$ cat config.mk
export PLATFORM = sky130hd
export DESIGN_NAME = mem_responder
export DESIGN_NICKNAME = d
export VERILOG_FILES = /design/src/rtl/mem_responder.sv
export SDC_FILE = /design/constraint.sdc
export NUM_CORES = 2
export LEC_CHECK = 0
export ABC_CLOCK_PERIOD_IN_PS = 5540
export BUFFER_PORTS_ARGS = -buffer_cell sky130_fd_sc_hd__buf_4
export CORE_UTILIZATION = 67
export CTS_BUF_LIST = sky130_fd_sc_hd__clkbuf_8
export DETAILED_ROUTE_END_ITERATION = 8
export PLACE_DENSITY = 0.85
export SKIP_CTS_REPAIR_TIMING = 1
export SYNTH_ARGS = -nofsm -noshare
export SYNTH_HDL_FRONTEND = slang
export SYNTH_SLANG_ARGS = --single-unit
$ cat constraint.sdc
create_clock -name clk -period 5.54 [get_ports clk]
set_input_delay 1.108 -clock clk [delete_from_list [all_inputs] [get_ports clk]]
set_output_delay 1.108 -clock clk [all_outputs]
set_load 0.1 [all_outputs]
$ cat src/rtl/mem_responder.sv
// ----------------------------------------------------------------------------
// mem_responder
//
// Purpose:
//   A single-port 256 x 16 word memory with a registered, 1-cycle-latency read
//   path. A READ may be issued every cycle. An illegal command raises a sticky
//   error flag.
//
//   When MEM_MMIO_EN is defined, address bit 8 selects a small MMIO space
//   instead of RAM:
//     9'h100  read/write : LED register (low byte)
//     9'h140  read only  : switches, after a 2-flop synchroniser
//     others             : read as zero, writes ignored
//   When MEM_MMIO_EN is not defined, address bit 8 is ignored, so every
//   address aliases to RAM. The LEDs are tied low and the switches are unused.
//
// Ports:
//   clk         in   1  : clock, rising-edge active
//   reset_n     in   1  : asynchronous, active-low reset
//   mem_cmd     in   2  : 00 NONE, 01 READ, 10 WRITE, 11 illegal
//   mem_addr    in   9  : word address
//   write_data  in  16  : store value, sampled with WRITE
//   read_data   out 16  : registered read result, holds between reads
//   read_valid  out  1  : high in the cycle that read_data is a fresh result
//   sw          in   8  : asynchronous board switches
//   led         out  8  : registered LED drive
//   cmd_err     out  1  : sticky flag, set by an illegal command
// ----------------------------------------------------------------------------
module mem_responder (
  input  logic        clk,
  input  logic        reset_n,
  input  logic [1:0]  mem_cmd,
  input  logic [8:0]  mem_addr,
  input  logic [15:0] write_data,
  output logic [15:0] read_data,
  output logic        read_valid,
  input  logic [7:0]  sw,
  output logic [7:0]  led,
  output logic        cmd_err
);

  localparam logic [1:0] CMD_NONE    = 2'b00;
  localparam logic [1:0] CMD_READ    = 2'b01;
  localparam logic [1:0] CMD_WRITE   = 2'b10;
  localparam logic [1:0] CMD_ILLEGAL = 2'b11;

  // --------------------------------------------------------------------------
  // Command decode
  // --------------------------------------------------------------------------
  logic is_read;
  logic is_write;
  logic is_illegal;

  always_comb begin
    is_read    = 1'b0;
    is_write   = 1'b0;
    is_illegal = 1'b0;
    case (mem_cmd)
      CMD_NONE:    ;
      CMD_READ:    is_read    = 1'b1;
      CMD_WRITE:   is_write   = 1'b1;
      CMD_ILLEGAL: is_illegal = 1'b1;
      default:     ;
    endcase
  end

  // High when the access targets the MMIO space rather than RAM.
  logic mmio_sel;

  // --------------------------------------------------------------------------
  // RAM storage. There is no reset, so the contents survive a reset pulse.
  // A write that coincides with reset is dropped, which treats reset as an
  // abort of the access in flight.
  // --------------------------------------------------------------------------
  logic [15:0] ram_mem [0:255];

  always_ff @(posedge clk) begin
    if (is_write && !mmio_sel && reset_n) begin
      ram_mem[mem_addr[7:0]] <= write_data;
    end
  end

  // --------------------------------------------------------------------------
  // MMIO space (optional)
  // --------------------------------------------------------------------------
  logic [15:0] mmio_rd_word;

`ifdef MEM_MMIO_EN
  localparam logic [8:0] ADDR_LED = 9'h100;
  localparam logic [8:0] ADDR_SW  = 9'h140;
  localparam int         SYNC_STAGES = 2;

  logic [7:0] led_reg;
  logic [7:0] sw_stage_reg [0:SYNC_STAGES-1];
  logic [7:0] sw_sync;

  assign mmio_sel = mem_addr[8];

  always_ff @(posedge clk or negedge reset_n) begin
    if (!reset_n) begin
      led_reg <= 8'h00;
    end else if (is_write && mem_addr == ADDR_LED) begin
      led_reg <= write_data[7:0];
    end
  end

  // Switch synchroniser chain: stage 0 samples the pins, and each later
  // stage re-times the previous one.
  genvar gi;
  generate
    for (gi = 0; gi < SYNC_STAGES; gi++) begin : g_sw_sync
      always_ff @(posedge clk or negedge reset_n) begin
        if (!reset_n) begin
          sw_stage_reg[gi] <= 8'h00;
        end else if (gi == 0) begin
          sw_stage_reg[gi] <= sw;
        end else begin
          sw_stage_reg[gi] <= sw_stage_reg[(gi == 0) ? 0 : gi - 1];
        end
      end
    end
  endgenerate

  assign sw_sync = sw_stage_reg[SYNC_STAGES-1];
  assign led     = led_reg;

  always_comb begin
    mmio_rd_word = 16'h0000;
    case (mem_addr)
      ADDR_LED: mmio_rd_word = {8'h00, led_reg};
      ADDR_SW:  mmio_rd_word = {8'h00, sw_sync};
      default:  mmio_rd_word = 16'h0000;
    endcase
  end
`else
  // Without MMIO, bit 8 takes no part in decoding and the switches are not
  // sampled at all.
  logic unused_inputs;

  assign mmio_sel      = 1'b0;
  assign mmio_rd_word  = 16'h0000;
  assign led           = 8'h00;
  assign unused_inputs = ^{sw, mem_addr[8]};
`endif

  // --------------------------------------------------------------------------
  // Registered read path and error flag. The RAM is read combinationally
  // into the output register, so there is one cycle of latency. A word
  // written at the previous edge is already in the array when it is read.
  // --------------------------------------------------------------------------
  logic [15:0] read_data_reg;
  logic [15:0] read_data_next;
  logic        read_valid_reg;
  logic        cmd_err_reg;

  always_comb begin
    read_data_next = read_data_reg;
    if (is_read) begin
      read_data_next = mmio_sel ? mmio_rd_word : ram_mem[mem_addr[7:0]];
    end
  end

  always_ff @(posedge clk or negedge reset_n) begin
    if (!reset_n) begin
      read_data_reg  <= 16'h0000;
      read_valid_reg <= 1'b0;
      cmd_err_reg    <= 1'b0;
    end else begin
      read_data_reg  <= read_data_next;
      read_valid_reg <= is_read;
      if (is_illegal) begin
        cmd_err_reg <= 1'b1;
      end
    end
  end

  assign read_data  = read_data_reg;
  assign read_valid = read_valid_reg;
  assign cmd_err    = cmd_err_reg;

endmodule

==> summary.md <==
| Metric | Value |
|---|---|
| Final net count | 7,966 |
| CP Data Required Time | 6.55 ns |
| Starting density of the core | 67.6% |
| Number of global-route vias before repair | 85,700 |
| CTS HTree Levels | 6 |
| Leakage power summed over all cells | 56.5 nW |
| Post-synthesis cell type with the largest combined area | sky130_fd_sc_hd__edfxtp_1 |
| Signed area change from the synthesized netlist to the final layout | 11.4% |
| CTS Root Buffer Type | sky130_fd_sc_hd__clkbuf_8 |
| GRT Overall Usage | 38.0% |
| Core utilization of the finished layout | 75.3% |
| Total setup violations reported at the end of the flow | 0 |
| Clock slew seen by the registers of the worst setup and hold paths | 0.06 ns |
| Achievable frequency | 0.234 GHz |
| Async set-reset flop share out of synthesis | 0.438% |
| Pins Over Slew Limit | 20 |
| Starting DRC count in detailed routing | 16,300 |
| Power Dens Cells | 344 nW/µm² |
| Reg2Reg Capture Point | read_data[12]$_DFFE_PN0P_ |
| Average size of a mapped cell | 22.2 µm² |
| Pin count of the biggest net entering global routing | 159 |
| Worst Reg2Reg Path Length in Cells | 7 |
| DRC Markers | 26 |
| Period utilisation layout | 77.1% |
| Unrepaired setup endpoints after global routing | false |
| Pre-antenna DRT Iters | 9 |
| Worst Clk Skew | 0.0826 ns |
| Maximum capacitance violations | 2 |
| Post-Syn Area | 158,000 µm² |
| Violated checks | design-rule violations, max-capacitance violations, max-slew violations |
| Via-to-Cell Ratio | 7.46 |
| Maximum VDD drop | 298 µV |
| Post-synth top area share | 78.0% |
| Register area share after synthesis | 78.2% |
| Syn. warnings | 0 |
| Total cell area at the placement stage | 165,000 µm² |
| Die X-Extent | 487 µm |
| Core box area | 233,000 µm² |
| Global-route wire length before repair | 622,000 µm |
| Clock buffers created by TritonCTS | 626 |
| Synth Register Bits | 4,114 |
| Synth top area cells | sky130_fd_sc_hd__edfxtp_1 (78%), sky130_fd_sc_hd__mux4_2 (14%), sky130_fd_sc_hd__mux2i_1 (1.8%) |
| Layout Cell Area excl Fill | 176,000 µm² |
| Min cycle time layout | 4.27 ns |
| Die outline area | 237,000 µm² |
| Total via count after detailed routing | 86,100 |
| Setup CP Type | in2reg |
| Data arrival time at the worst-slack endpoint | 5.28 ns |
| Measured slew at the worst slew-check pin | 1.59 ns |
| Maximum clock path buffer count | 4 |
| Post-synth EDFFs | 4,096 |
| Row cnt | 177 |
| Final Routed Wirelength | 446,000 µm |
| # port buffers | 45 |
| Cell count after synthesis | 7,122 |
| Top flip-flop cell by instance count after synthesis | sky130_fd_sc_hd__edfxtp_1 |
| Launch instance of the worst register-to-register path | ram_mem[133][12]$_DFFE_PP_ |
| Antenna violations before repair | 38 |
| Mean routed wirelength per cell | 38.7 µm |
| Clock net sink count | 4,114 |
| Tightest slew margin relative to the limit | -5.97% |
| Die Y-Extent | 487 µm |
| Type of element launching the critical path | input pin |
| Maximum fanout along the worst path | 18 |
| Setup TNS Final | 0 ns |
| Layout cell share with drive strength beyond 1 | 28.2% |
| Clock latency at the later pin of the worst-skew pair | 1.14 ns |
| Result of the run | finished with violations |
| Hold violation total from the final report | 0 |
| Post-DP HPWL | 264,000 µm |
| Total I/O pin count | 63 |
| Tightest Hold Check Type | in2async |
| ANT nets after route | 0 |
| Routability-driven placement congestion ratio | 0.929 |
| Max reg flops | 4,096 |
| Worst setup slack for register-to-register paths | 2.16 ns |
| Count of distinct cell types in the synthesized netlist | 66 |
| Gr ovfl total | 0 |
| CTS tree | built |
| Type of destination of the critical path | flip-flop |
[cells in the final DEF, fill, tap and decap left out, types with 9 or more instances in the layout]
cell type | netlist | routed
sky130_fd_sc_hd__nand3b_1 | 9 | 9
sky130_fd_sc_hd__nor2_1 | 289 | 278
sky130_fd_sc_hd__or3_1 | 10 | 9
sky130_fd_sc_hd__nand2_1 | 199 | 198
sky130_fd_sc_hd__o221ai_1 | 32 | 32
sky130_fd_sc_hd__o21ai_0 | 83 | 83
sky130_fd_sc_hd__o22a_1 | 34 | 34
sky130_fd_sc_hd__o211ai_1 | 11 | 11
sky130_fd_sc_hd__a22o_1 | 9 | 9
sky130_fd_sc_hd__o22ai_1 | 148 | 148
sky130_fd_sc_hd__nor3_2 | 0 | 16
sky130_fd_sc_hd__diode_2 | 0 | 28
sky130_fd_sc_hd__nor4_1 | 13 | 11
sky130_fd_sc_hd__a22oi_1 | 71 | 71
sky130_fd_sc_hd__edfxtp_1 | 4096 | 4096
sky130_fd_sc_hd__a32oi_1 | 40 | 40
sky130_fd_sc_hd__nor2b_1 | 15 | 12
sky130_fd_sc_hd__mux4_2 | 959 | 959
sky130_fd_sc_hd__buf_12 | 0 | 49
sky130_fd_sc_hd__clkinvlp_4 | 0 | 10
sky130_fd_sc_hd__mux2_2 | 32 | 32
sky130_fd_sc_hd__nand2b_1 | 12 | 11
sky130_fd_sc_hd__inv_1 | 3 | 204
sky130_fd_sc_hd__clkbuf_8 | 0 | 663
sky130_fd_sc_hd__clkinv_2 | 0 | 54
sky130_fd_sc_hd__mux2i_1 | 284 | 284
sky130_fd_sc_hd__clkinv_1 | 1 | 159
sky130_fd_sc_hd__a31oi_1 | 21 | 21
sky130_fd_sc_hd__nor2_2 | 0 | 10
sky130_fd_sc_hd__nand3_1 | 61 | 60
sky130_fd_sc_hd__buf_4 | 124 | 532
sky130_fd_sc_hd__dfrtp_1 | 18 | 18
sky130_fd_sc_hd__nor3_1 | 52 | 36
sky130_fd_sc_hd__a221oi_1 | 11 | 11
sky130_fd_sc_hd__nand4_1 | 15 | 15
sky130_fd_sc_hd__a21oi_1 | 71 | 71
[per-stage QoR]
stage	hold WS (ns)	instances	setup WS, ns	power (mW)
global route	0.196	11500	1.51	61.7
global placement	0.592	10400	0.819	38.1
finish	0.261	11600	1.27	60.5
detailed placement	0.607	10400	0.728	38.3
CTS	0.133	11500	1.78	60.3
floorplan	0.772	7129	1.10	36.7
[synthesized netlist by cell type, drive strengths merged, types with 13 or more instances]
cell type,instances
mux2i,284
o221ai,32
nand2,200
edfxtp,4096
nand3,61
a32oi,40
o22ai,148
nor2b,15
o22a,34
a21oi,71
nor4,13
clkbuf,138
nor2,289
a31oi,21
mux2,32
nand4,15
a22oi,71
nor3,52
dfrtp,18
o21ai,83
mux4,959
buf,289
[area by class of cell]
type | count | area (µm²)
Sequential cell | 4114 | 123000
Multi-Input combinational cell | 2582 | 32200
Antenna cell | 28 | 70.1
Fill cell | 10900 | 57600
Clock inverter | 443 | 2030
Tap cell | 3132 | 3920
Inverter | 6 | 32.5
Clock buffer | 647 | 8900
Timing Repair Buffer | 599 | 5230
[report_power, final]
part / switching, mW / internal, mW / total [mW]
sequential: 0.0725 / 34.3 / 34.3
combinational: 2.36 / 1.07 / 3.43
clock: 11.6 / 11.1 / 22.7
[worst max-delay path by stage]
| stage | start | endpoint | slack (ns) | depth (start not counted) |
|---|---|---|---|---|
| 6_report | mem_addr[4] | read_data[15]$_DFFE_PN0P_ | 1.27 | 10 |
| 5_1_grt | mem_addr[0] | read_data[12]$_DFFE_PN0P_ | 1.51 | 9 |
| 4_1_cts | mem_addr[4] | read_data[15]$_DFFE_PN0P_ | 1.78 | 10 |
| 3_5_place_dp | mem_addr[5] | read_data[10]$_DFFE_PN0P_ | 0.73 | 10 |
| 3_3_place_gp | mem_addr[2] | read_data[4]$_DFFE_PN0P_ | 0.82 | 9 |
| 2_1_floorplan | mem_addr[3] | ram_mem[156][0]$_DFFE_PP_ | 1.10 | 7 |
[worst max-delay path, stage by stage]
cell                      delay [ns]
sky130_fd_sc_hd__buf_4          0.36
sky130_fd_sc_hd__buf_4          0.34
sky130_fd_sc_hd__nor2b_1        0.97
sky130_fd_sc_hd__buf_4          0.33
sky130_fd_sc_hd__nand2_1        0.49
sky130_fd_sc_hd__a221o_1        0.52
sky130_fd_sc_hd__nor3_1         0.61
sky130_fd_sc_hd__buf_4          0.24
sky130_fd_sc_hd__a21oi_1        0.04
sky130_fd_sc_hd__a41oi_1        0.23
[cell families after synthesis]
| family | Yosys count | synth area share, % |
|---|---|---|
| compound gates | 592 | 2.58 |
| buf+inv | 433 | 1.49 |
| flops | 4114 | 78.2 |
| mux | 1275 | 15.7 |
| other cells | 1 | 0.00238 |
| simple gates | 707 | 1.98 |
[routing by layer]
layer / part of all wire (%) / up-vias / global-route usage [%]
met4: 8.2 / 36 / 25.6
li1: - / 31900 / -
met2: 45 / 9301 / 56.5
met5: 0.067 / - / 0
met3: 16 / 2117 / 15.0
met1: 30 / 42800 / 46.6
(Power assumes the default switching activity.)
